$ cat config.mk
export PLATFORM = sky130hd
export DESIGN_NAME = mem_access_unit
export DESIGN_NICKNAME = d
export VERILOG_FILES = /design/src/rtl/mem_access_unit.sv
export SDC_FILE = /design/constraint.sdc
export NUM_CORES = 1
export LEC_CHECK = 0
export CELL_PAD_IN_SITES_DETAIL_PLACEMENT = 2
export CELL_PAD_IN_SITES_GLOBAL_PLACEMENT = 2
export CORE_MARGIN = 1
export CORE_UTILIZATION = 26
export CTS_CLUSTER_SIZE = 40
export DETAILED_ROUTE_END_ITERATION = 8
export HOLD_SLACK_MARGIN = 0.15
export PLACE_DENSITY = 0.78
export SYNTH_ARGS = -nofsm -noshare
export SYNTH_HDL_FRONTEND = slang
export SYNTH_SLANG_ARGS = --single-unit
$ cat constraint.sdc
create_clock -name clk -period 2.6 [get_ports clk]
set_clock_uncertainty 0.05 [all_clocks]
set_input_delay 0.78 -clock clk [delete_from_list [all_inputs] [get_ports clk]]
set_output_delay 0.78 -clock clk [all_outputs]
set_load 0.02 [all_outputs]
$ cat src/rtl/mem_access_unit.sv
// rtl/mem_access_unit.sv - multi-cycle load/store stage with RAM request/ready handshake
//
// Purpose: issues byte/half/word loads and stores to a variable-latency RAM,
// stalls the pipeline while an access is in flight, flags misaligned addresses
// and aborts an access the RAM never answers.
//
// Ports:
//   clk, rst                 clock, synchronous active-low reset
//   mem_*_in, mem_write_data, address_in, flush
//                            instruction presented by the EX/MEM register
//   ram_en, ram_write_en, ram_addr, ram_write_data, ram_ready, ram_read_data
//                            RAM request/ready interface
//   stall_req, done          pipeline hold and one-cycle completion pulse
//   load_data_out            extracted and extended load result
//   addr_error_load/store, bad_vaddr, timeout_error
//                            exception pulses and offending address
module mem_access_unit #(
    parameter int ADDR_WIDTH     = 32,
    parameter int TIMEOUT_CYCLES = 16,
    parameter int CNT_WIDTH      = 5
) (
    input  logic                  clk,
    input  logic                  rst,
    input  logic                  mem_read_flag_in,
    input  logic                  mem_write_flag_in,
    input  logic                  mem_sign_ext_flag_in,
    input  logic [3:0]            mem_sel_in,
    input  logic [31:0]           mem_write_data,
    input  logic [ADDR_WIDTH-1:0] address_in,
    input  logic                  flush,
    output logic                  ram_en,
    output logic [3:0]            ram_write_en,
    output logic [ADDR_WIDTH-1:0] ram_addr,
    output logic [31:0]           ram_write_data,
    input  logic                  ram_ready,
    input  logic [31:0]           ram_read_data,
    output logic                  stall_req,
    output logic                  done,
    output logic [31:0]           load_data_out,
    output logic                  addr_error_load,
    output logic                  addr_error_store,
    output logic [ADDR_WIDTH-1:0] bad_vaddr,
    output logic                  timeout_error
);

    typedef enum logic [1:0] {S_IDLE, S_ACCESS, S_DONE} state_t;
    typedef enum logic [1:0] {SZ_BYTE, SZ_HALF, SZ_WORD} size_t;

    localparam logic [CNT_WIDTH-1:0] CNT_LAST = CNT_WIDTH'(TIMEOUT_CYCLES - 1);

    state_t                  state_q;
    size_t                   size_q;
    logic                    store_q;
    logic                    sign_q;
    logic [ADDR_WIDTH-1:0]   addr_q;
    logic [3:0]              we_q;
    logic [31:0]             wdata_q;
    logic [CNT_WIDTH-1:0]    cnt_q;
    logic [31:0]             load_q;
    logic                    err_load_q;
    logic                    err_store_q;
    logic [ADDR_WIDTH-1:0]   bad_vaddr_q;
    logic                    timeout_q;

    // Request decode in IDLE
    logic        sel_byte, sel_half, sel_word, request, aligned, in_access;
    size_t       size_d;
    logic [3:0]  we_d;
    logic [31:0] wdata_d;

    assign sel_byte = (mem_sel_in == 4'b0001);
    assign sel_half = (mem_sel_in == 4'b0011);
    assign sel_word = (mem_sel_in == 4'b1111);
    // rst gates the request so nothing asserts combinationally while in reset
    assign request  = rst && (state_q == S_IDLE) && (mem_read_flag_in || mem_write_flag_in)
                      && (sel_byte || sel_half || sel_word) && !flush;
    assign aligned  = sel_byte || (sel_half && !address_in[0])
                      || (sel_word && (address_in[1:0] == 2'b00));

    always_comb begin
        size_d  = SZ_WORD;
        we_d    = 4'b1111;
        wdata_d = mem_write_data;
        if (sel_byte) begin
            size_d  = SZ_BYTE;
            we_d    = 4'b0001 << address_in[1:0];
            wdata_d = mem_write_data << {address_in[1:0], 3'b000};
        end else if (sel_half) begin
            size_d  = SZ_HALF;
            we_d    = 4'b0011 << {address_in[1], 1'b0};
            wdata_d = mem_write_data << {address_in[1], 4'b0000};
        end
        // Loads never drive strobes or data
        if (!mem_write_flag_in) begin
            we_d    = 4'b0000;
            wdata_d = 32'h0;
        end
    end

    // Load extraction from the latched address
    logic [31:0] byte_sh, half_sh, load_d;

    assign byte_sh = ram_read_data >> {addr_q[1:0], 3'b000};
    assign half_sh = ram_read_data >> {addr_q[1], 4'b0000};

    always_comb begin
        load_d = ram_read_data;
        case (size_q)
            SZ_BYTE: load_d = {{24{sign_q & byte_sh[7]}}, byte_sh[7:0]};
            SZ_HALF: load_d = {{16{sign_q & half_sh[15]}}, half_sh[15:0]};
            default: load_d = ram_read_data;
        endcase
    end

    always_ff @(posedge clk) begin
        if (!rst) begin
            state_q     <= S_IDLE;
            size_q      <= SZ_BYTE;
            store_q     <= 1'b0;
            sign_q      <= 1'b0;
            addr_q      <= '0;
            we_q        <= 4'b0000;
            wdata_q     <= 32'h0;
            cnt_q       <= '0;
            load_q      <= 32'h0;
            err_load_q  <= 1'b0;
            err_store_q <= 1'b0;
            bad_vaddr_q <= '0;
            timeout_q   <= 1'b0;
        end else begin
            err_load_q  <= 1'b0;
            err_store_q <= 1'b0;
            timeout_q   <= 1'b0;
            case (state_q)
                S_IDLE: begin
                    if (request) begin
                        if (aligned) begin
                            size_q  <= size_d;
                            store_q <= mem_write_flag_in;
                            sign_q  <= mem_sign_ext_flag_in;
                            addr_q  <= address_in;
                            we_q    <= we_d;
                            wdata_q <= wdata_d;
                            cnt_q   <= '0;
                            state_q <= S_ACCESS;
                        end else begin
                            err_store_q <= mem_write_flag_in;
                            err_load_q  <= !mem_write_flag_in;
                            bad_vaddr_q <= address_in;
                        end
                    end
                end
                S_ACCESS: begin
                    if (ram_ready) begin
                        if (!store_q) load_q <= load_d;
                        state_q <= S_DONE;
                    end else if (cnt_q == CNT_LAST) begin
                        load_q    <= 32'h0;
                        timeout_q <= 1'b1;
                        state_q   <= S_DONE;
                    end else begin
                        cnt_q <= cnt_q + CNT_WIDTH'(1);
                    end
                end
                default: begin
                    cnt_q   <= '0;
                    state_q <= S_IDLE;
                end
            endcase
        end
    end

    assign in_access        = (state_q == S_ACCESS);
    assign ram_en           = in_access;
    assign ram_write_en     = in_access ? we_q : 4'b0000;
    assign ram_write_data   = in_access ? wdata_q : 32'h0;
    assign ram_addr         = in_access ? {addr_q[ADDR_WIDTH-1:2], 2'b00} : '0;
    assign stall_req        = in_access || (request && aligned);
    assign done             = (state_q == S_DONE);
    assign load_data_out    = load_q;
    assign addr_error_load  = err_load_q;
    assign addr_error_store = err_store_q;
    assign bad_vaddr        = bad_vaddr_q;
    assign timeout_error    = timeout_q;

endmodule

==> Yosys cells after proc, flatten, opt, wreduce, memory -nomap -nowiden <==
Cells that the tools add are included.
{ "totals": {"regBits": 146, "in_bits": 107, "out_inout_bits": 138, "wordCells": 93} }
{ "op_classes": {"n_addsub": 1, "n_eq_ne": 13, "shift": 6, "mux": 26, "n_bitwise": 7, "reduce_logical": 27} }
{ "op_table": {"columns": ["operator", "n"], "rows": [
  ["32-bit 2-to-1 mux", 8],
  ["32-bit case mux with 2 select lines", 1],
  ["32-bit by 5-bit << shifter with 32-bit output", 2],
  ["32-bit by 5-bit >> shifter with 16-bit output", 1],
  ["32-bit by 5-bit >> shifter with 8-bit output", 1],
  ["5-bit 2-to-1 mux", 4],
  ["4-bit 2-to-1 mux", 4],
  ["2-bit 2-to-1 mux", 6],
  ["3-bit AND reduction", 4],
  ["2-bit != test, second input constant", 5],
  ["5-bit case mux with 2 select lines", 1],
  ["1-bit logical AND", 7],
  ["2-bit zero test", 3],
  ["1-bit logical OR", 6],
  ["5-bit by 1-bit adder with 5-bit output, second input constant", 1],
  ["5-bit by 4-bit == test with 1-bit output, second input constant", 1],
  ["1-bit inverter", 5],
  ["2-bit by 1-bit == test with 1-bit output, second input constant", 2],
  ["4-bit by 1-bit == test with 1-bit output, second input constant", 1],
  ["4-bit by 2-bit == test with 1-bit output, second input constant", 1],
  ["4-bit == test, second input constant", 1],
  ["2-bit case mux with 2 select lines", 1],
  ["4-bit AND reduction", 1],
  ["4-bit OR reduction", 1],
  ["9 further kinds", 12]
]} }

==> Longest topological paths before layout <==
Gate-level depths: netlist of the first run.
{ "depth": {"word_depth": 7, "ltp_mapped": 10, "ltp_nobuf": 8} }

==> Worst setup path before layout of the first run <==
Ideal clock, no wire load.
{ "synth_path": {"path_type": "in2out", "startpoint": "input port mem_sel_in[1]", "endpoint": "output port stall_req", "arrival_time_ns": 1.812, "t_required_ns": 1.770, "setup_slack_ns": -0.042, "cell_stages": 6, "n_path_buf": 2, "cell_sequence": "buf_2 a211oi_2 a21oi_4 nand3b_4 buf_4 nand2b_1"} }
{ "synth_between": {"elab_chain_len": 7, "word_cells_on_any_way": 13, "cone_classes": "3 x eq/ne; 10 x reduce/logical"} }
{ "synth_lines": {"columns": ["element", "line_no", "text"], "rows": [
  ["from (decl)", "27", "input logic [3:0] mem_sel_in,"],
  ["4-bit by 1-bit == test with 1-bit output or 4-bit by 2-bit == test with 1-bit output (tied branches)", "71, 72", null],
  ["1-bit logical OR (2 in series)", "76", "&& (sel_byte || sel_half || sel_word) && !flush;"],
  ["1-bit logical AND (2 in series)", "76", null],
  ["1-bit logical AND *", "178", "assign stall_req = in_access || (request && aligned);"],
  ["1-bit logical OR *", "178", null],
  ["to (decl)", "37", "output logic stall_req,"]
]} }
Every way passes the cells marked *; elsewhere a longest branch is shown, timed or not.

==> Worst setup path in the final report of the first run <==
Same ends and word-level chain as after synthesis.

==> results of run 1 <==
[stage by stage]
stage | std cells | total power, mW | hold slack, ps
4_1_cts | 1486 | 5.25 | 406
2_1_floorplan | 852 | 2.52 | 376
3_5_place_dp | 1447 | 2.86 | 397
6_report | 1488 | 5.18 | 402
5_1_grt | 1487 | 5.38 | 430
3_3_place_gp | 1447 | 2.84 | 384
[report_power, final]
part	switching, mW	internal [mW]	total (mW)
combinational	0.272	0.288	0.560
clock	1.12	1.25	2.37
sequential	0.00622	2.24	2.25
[layout make-up]
type | instances | area, um^2
Multi-Input combinational cell | 627 | 4040
Timing Repair Buffer | 305 | 2820
Tap cell | 372 | 465
Inverter | 5 | 18.8
Antenna cell | 1 | 2.50
Fill cell | 3030 | 16300
Clock inverter | 15 | 121
Clock buffer | 17 | 425
Sequential cell | 146 | 2930
[cells in the final DEF, fill, tap and decap left out, types with 17 or more instances in the layout]
master and n:
a21boi_1 34, nor2_1 33, nand2_1 153, clkdlybuf4s50_1 165, mux2i_1 51, clkbuf_16 18
and2_1 56, nor2b_1 46, buf_2 51, a21boi_0 20, a21oi_1 32, nand3_1 21
buf_6 17, buf_4 50, o21ai_0 41, dfxtp_1 144
[timing repair]
item,in CTS,in global routing
pin swaps,2,6
resized for setup,303,41
hold endpoints to repair,0,0
setup buffers,5,1
gates cloned,2,1
endpoints found under the setup margin,84,45
[synthesized netlist by cell type, types with 3 or more instances]
| master | count | area share |
|---|---|---|
| and3_1 | 4 | 0.0034 |
| buf_6 | 3 | 0.0047 |
| dfxtp_1 | 146 | 0.40 |
| and2_1 | 68 | 0.059 |
| nand2_1 | 153 | 0.079 |
| a31oi_1 | 9 | 0.0078 |
| nor2_1 | 35 | 0.018 |
| a32o_1 | 16 | 0.022 |
| inv_1 | 5 | 0.0026 |
| clkbuf_1 | 43 | 0.022 |
| a21boi_1 | 34 | 0.035 |
| a21oi_1 | 32 | 0.022 |
| buf_1 | 3 | 0.0016 |
| a22o_1 | 9 | 0.011 |
| o22ai_1 | 9 | 0.0078 |
| a32oi_1 | 7 | 0.0084 |
| o21ai_0 | 41 | 0.028 |
| a2bb2oi_1 | 8 | 0.0097 |
| nand3b_1 | 13 | 0.013 |
| nor2b_1 | 47 | 0.041 |
| buf_4 | 8 | 0.0083 |
| buf_2 | 17 | 0.012 |
| mux2i_1 | 51 | 0.070 |
| nand2b_1 | 13 | 0.011 |
| a21boi_0 | 20 | 0.021 |
| nand3_1 | 22 | 0.015 |
| mux4_2 | 7 | 0.022 |
[final timing paths]
path,startpoint,end,slack [ps],cells past startpoint
worst min register to register,wdata_q[3],wdata_q[3],400,2
worst min-delay path,wdata_q[3],wdata_q[3],400,2
worst max register to register,state_q[1],wdata_q[27],310,7
worst max-delay path,mem_sel_in[1],stall_req,-30,6
[state kept, by name, summed over array words and instances, names as in the netlist]
| register | flops |
|---|---|
| bad_vaddr | 32 |
| addr_error_load | 1 |
| load_data_out | 32 |
| size_q | 2 |
| sign_q | 1 |
| addr_error_store | 1 |
| store_q | 1 |
| we_q | 4 |
| state_q | 2 |
| wdata_q | 32 |
| addr_q | 32 |
| cnt_q | 5 |
| timeout_error | 1 |
[worst max-delay path, delay by kind of cell]
family,cells,cell delay [ps]
compound gates,1,200
buf+inv,2,370
simple gates,3,450
[metal layers]
metal | vias to the layer above | global-route usage | wire [um]
met1 | 3603 | 0.260 | 13200
met3 | 32 | 0.0433 | 1630
li1 | 3428 | - | -
met2 | 201 | 0.364 | 14500
met4 | 2 | 0.0591 | 472
met5 | - | 0 | 13
[cell families after synthesis]
group                    after synthesis  share of synthesized area
XOR/XNOR                               3                    0.00362
buffers and inverters                 79                     0.0510
AND/OR/NAND/NOR                      366                      0.258
multiplexers                          59                     0.0936
flip-flops                           146                      0.403
AO/OA/AOI/OAI                        195                      0.187
other                                  1                   0.000517
adder cells (fa/ha/maj)                2                    0.00345
==> parameters.txt, run 1 <==
Parameter                              Value

Yosys
  Distinct cells, synth    50
  Gate Count Post-Synth    851
  Average cell area after synthesis    8.53 um^2
  Leading register cell type out of synthesis    dfxtp_1
  FFs w/ async S/R, synth    0
  Number of enable flip-flop cells after synthesis    0
  Synth Cell Area    7260 um^2
  Total of flip-flops plus latches after synthesis    146
  Number of warnings printed during yosys synthesis    0
  Sequential area share after synthesis    0.403

Setup path
  List of cells traversed by the critical path    clkdlybuf4s15_2 -> and3_4 -> o221a_4 -> nand3b_4 -> nand2b_4 -> buf_6
  Max stage delay on crit path    260 ps
  Data arrival time of the critical path    1800 ps
  Max Fanout on Critical Path    6
  Required time of the worst setup path    1770 ps
  Startpoint Class    input pin
  Highest-delay cell along the critical path    clkdlybuf4s15_2
  Endpoint class of the critical path    primary output
  Startpoint-to-endpoint class of the critical path    input pin to primary output

Power and ir drop
  Total power per unit cell area    478 nW/um^2
  Cell leakage power    4.35 nW
  Max VDD drop    0.380 mV

Global routing
  Antenna violations before repair    2
  First-pass GRT wire length    45800 um
  Largest net degree at the start of global routing    70
  Global-route usage over all layers    0.209
  Overall overflow remaining after global route    0
  Via count of the first global-routing pass    7893

Placement
  Detail Placement HPWL    21000 um
  Total placed instance area    10300 um^2
  Routability cong.    0.810
  I/O Buffers    242
  Worst setup slack before clock tree synthesis    -912 ps

Timing
  Final critical-path required period    2630 ps
  Post-layout worst setup margin    -32.9 ps
  F_max    0.380 GHz
  Final setup TNS    -32.9 ps
  Worst Tran Pin Value    802 ps
  Number of pins exceeding their max-slew limit in the final report    0
  Final hold violation count    0
  Tightest slew margin relative to the limit    0.465
  RSZ-0062 raised after global routing    true
  Setup-violating endpoint count in the final report    1
  Final worst-path cycle share    1.01

Outcome
  Run status    finished with violations
  Violations in the final reports    negative setup slack

Layout
  Layout cell share with drive strength beyond 1    0.183
  Net total in the final layout    1211
  Area grow syn2layout    49.2%
  Final design utilization    0.398
  Post-route standard cell area excluding fillers    10800 um^2

Clocking
  H-Tree Depth    4
  Skew-Pair Late Insertion Delay    420 ps
  Clock transition at the registers of the reported paths    70 ps
  Clock Tree Root    clkbuf_16
  Number of CTS-inserted buffers    17
  Cts-stage hold buffer count    0
  Maximum root-to-sink buffer count    2
  TritonCTS sink count    146
  TritonCTS clock tree    yes

Routing
  Vias/cell    4.88
  Violation count after the first detailed-route iteration    340
  Total vias in the final route    7266
  Average wire length per cell after detail routing    20.1 um
  1st-pass router iterations    4
  Antenna violation net count after detailed routing    0
  Final routed wirelength across all metal layers    29900 um
  DRC violations left    0

Floorplanning
  Number of cell rows    60
  Die area    28600 um^2
  Core Region    27200 um^2
  # IOs    245
  Die Y    169 um
  Initial cell density of the core    0.267
  Die span in x    169 um

Worst hold path
  Worst min-delay path class    flip-flop to flip-flop

Job
  Number of max-cap violations    0
Power figures use the tool's default switching activity.
==> run 2, diff against run 1 <==
Settings changed: CORE_MARGIN 1 to 5.
==> parameters.txt, run 2 (synthesized netlist as in run 1, its figures left out) <==
Parameter                              Value

Layout
  Net total in the final layout    1221 (+0.83%)
  Final design utilization    0.393 (-0.00499)
  Post-route standard cell area excluding fillers    10900 um^2 (+0.67%)
  Most frequent standard cell in the layout excluding fill and tap cells    clkdlybuf4s50_1
  Area grow syn2layout    50.2%
  Most frequent cells in the layout    clkdlybuf4s50_1, nand2_1, dfxtp_1, and2_1, buf_4
  Antenna cells    0 (-1)
  Layout cell share with drive strength beyond 1    0.177 (-0.00607)

Floorplanning
  Die span in x    177 um (+4.7%)
  # IOs    245 (unchanged)
  Die Y    177 um (+4.7%)
  Core Region    27700 um^2 (+1.9%)
  Number of cell rows    61 (+1.7%)
  Initial cell density of the core    0.262 (-0.00510)
  Die area    31400 um^2 (+9.7%)

Global routing
  Overall overflow remaining after global route    0 (unchanged)
  First-pass GRT wire length    48800 um (+6.5%)
  Antenna violations before repair    1 (-1)
  Via count of the first global-routing pass    8205 (+4.0%)
  Global-route usage over all layers    0.197 (-0.0120)
  Largest net degree at the start of global routing    70 (unchanged)

Timing
  Final hold violation count    0 (unchanged)
  Final worst-path cycle share    1.05 (+0.0388)
  Tightest slew margin relative to the limit    0.566 (+0.100)
  Post-layout worst setup margin    -134 ps (-101 ps)
  Number of pins exceeding their max-slew limit in the final report    0 (unchanged)
  Setup-violating endpoint count in the final report    1 (unchanged)
  Final critical-path required period    2730 ps (+101 ps)
  Worst Tran Pin Value    651 ps (-151 ps)
  RSZ-0062 raised after global routing    true
  Final setup TNS    -134 ps (-101 ps)
  F_max    0.366 GHz (-3.7%)
  Final hold slack    401 ps (-1.03 ps)

Placement
  Routability cong.    0.824 (+1.7%)
  Detail Placement HPWL    22800 um (+8.5%)
  I/O Buffers    242 (unchanged)
  Total placed instance area    10500 um^2 (+1.3%)

Clocking
  TritonCTS sink count    146 (unchanged)
  H-Tree Depth    4 (unchanged)
  Clock Tree Root    clkbuf_16
  Maximum root-to-sink buffer count    2 (unchanged)
  TritonCTS clock tree    yes
  Clock transition at the registers of the reported paths    70 ps (about the same)
  Skew-Pair Late Insertion Delay    420 ps (about the same)
  Number of CTS-inserted buffers    17 (unchanged)
  Cts-stage hold buffer count    0 (unchanged)

Power and ir drop
  Total power per unit cell area    509 nW/um^2 (+6.5%)
  Cell leakage power    4.44 nW (+2.0%)
  Overall power    5.55 mW (+7.2%)
  Max VDD drop    0.402 mV (+5.6%)

Setup path
  Highest-delay cell along the critical path    nor4b_2
  Startpoint Class    input pin
  Endpoint class of the critical path    primary output
  Required time of the worst setup path    1770 ps (about the same)
  Max Fanout on Critical Path    2 (-4)
  Data arrival time of the critical path    1900 ps (+100 ps)
  Startpoint-to-endpoint class of the critical path    input pin to primary output
  List of cells traversed by the critical path    buf_2 -> nor4b_2 -> buf_4 -> o221a_4 -> nand3b_4 -> nand2b_4 -> buf_6
  Max stage delay on crit path    260 ps (about the same)

Routing
  Violation count after the first detailed-route iteration    298 (-12%)
  1st-pass router iterations    5 (+1)
  Antenna violation net count after detailed routing    0 (unchanged)
  Vias/cell    4.84 (-0.93%)
  Average wire length per cell after detail routing    20.7 um (+3.2%)
  DRC violations left    0 (unchanged)
  Final routed wirelength across all metal layers    31100 um (+4.3%)
  Total vias in the final route    7271 (+0.069%)

Outcome
  Run status    finished with violations
  Violations in the final reports    negative setup slack

Job
  Number of max-cap violations    0 (unchanged)

Worst hold path
  Worst min-delay path class    flip-flop to flip-flop
==> run 2: cell count changes in the layout (fill, tap and decap cells not counted), sizes merged, moves of 2 or more <==
cell | previous run | this run
inv | 14 | 10
dlymetal6s2s | 0 | 2
clkbuf | 21 | 31
bufinv | 0 | 4
clkdlybuf4s15 | 2 | 0
==> run 2: final cells by class <==
type	instances	area (um^2)
tap	378	473
clock buffer	19	443
sequential	146	2920
multi-input combinational	627	4000
inverter	5	18.8
clock inverter	13	198
fill	3056	16800
timing repair buffer	315	2840
==> run 2: routing by layer <==
layer	track usage	part of all wire
met1	0.235	0.42
met2	0.355	0.50
met3	0.0500	0.058
met4	0.0474	0.018
met5	0	0.00042
==> run 2: worst max-delay path: cells and delay by family <==
kind	cells	cell delay, ps
and+or+nand+nor	3	480
buffers and inverters	3	440
AOI/OAI and AO/OA	1	190
==> run 2: power breakdown <==
group,leakage [nW],switching (mW),internal (mW)
Combinational,2.95,0.272,0.293
Clock,0.308,1.08,1.66
Sequential,1.18,0.00640,2.25
Total,4.44,1.36,4.20
==> run 2: final timing paths <==
path	slack [ps]	from	end	cells past startpoint
setup / recovery	-130	rst	stall_req	7
hold / removal	400	addr_q[8]	addr_q[8]	2
hold reg to reg	400	addr_q[8]	addr_q[8]	2
setup reg to reg	310	state_q[0]	wdata_q[13]	9
==> run 2: timing repair <==
item / CTS / global route
resized for setup: 231 / 63
setup buffers: 5 / 0
gates cloned: 1 / 0
setup endpoints to repair: 96 / 57
endpoints found under the hold margin: 0 / 0
pin swaps: 2 / 1
==> run 2: metrics by stage <==
| stage | setup WS, ps | instances |
|---|---|---|
| 5_1_grt | -211 | 1503 |
| 4_1_cts | -127 | 1503 |
| 2_1_floorplan | 37.3 | 852 |
| 3_5_place_dp | -890 | 1465 |
| 3_3_place_gp | -813 | 1465 |
| 6_report | -134 | 1503 |
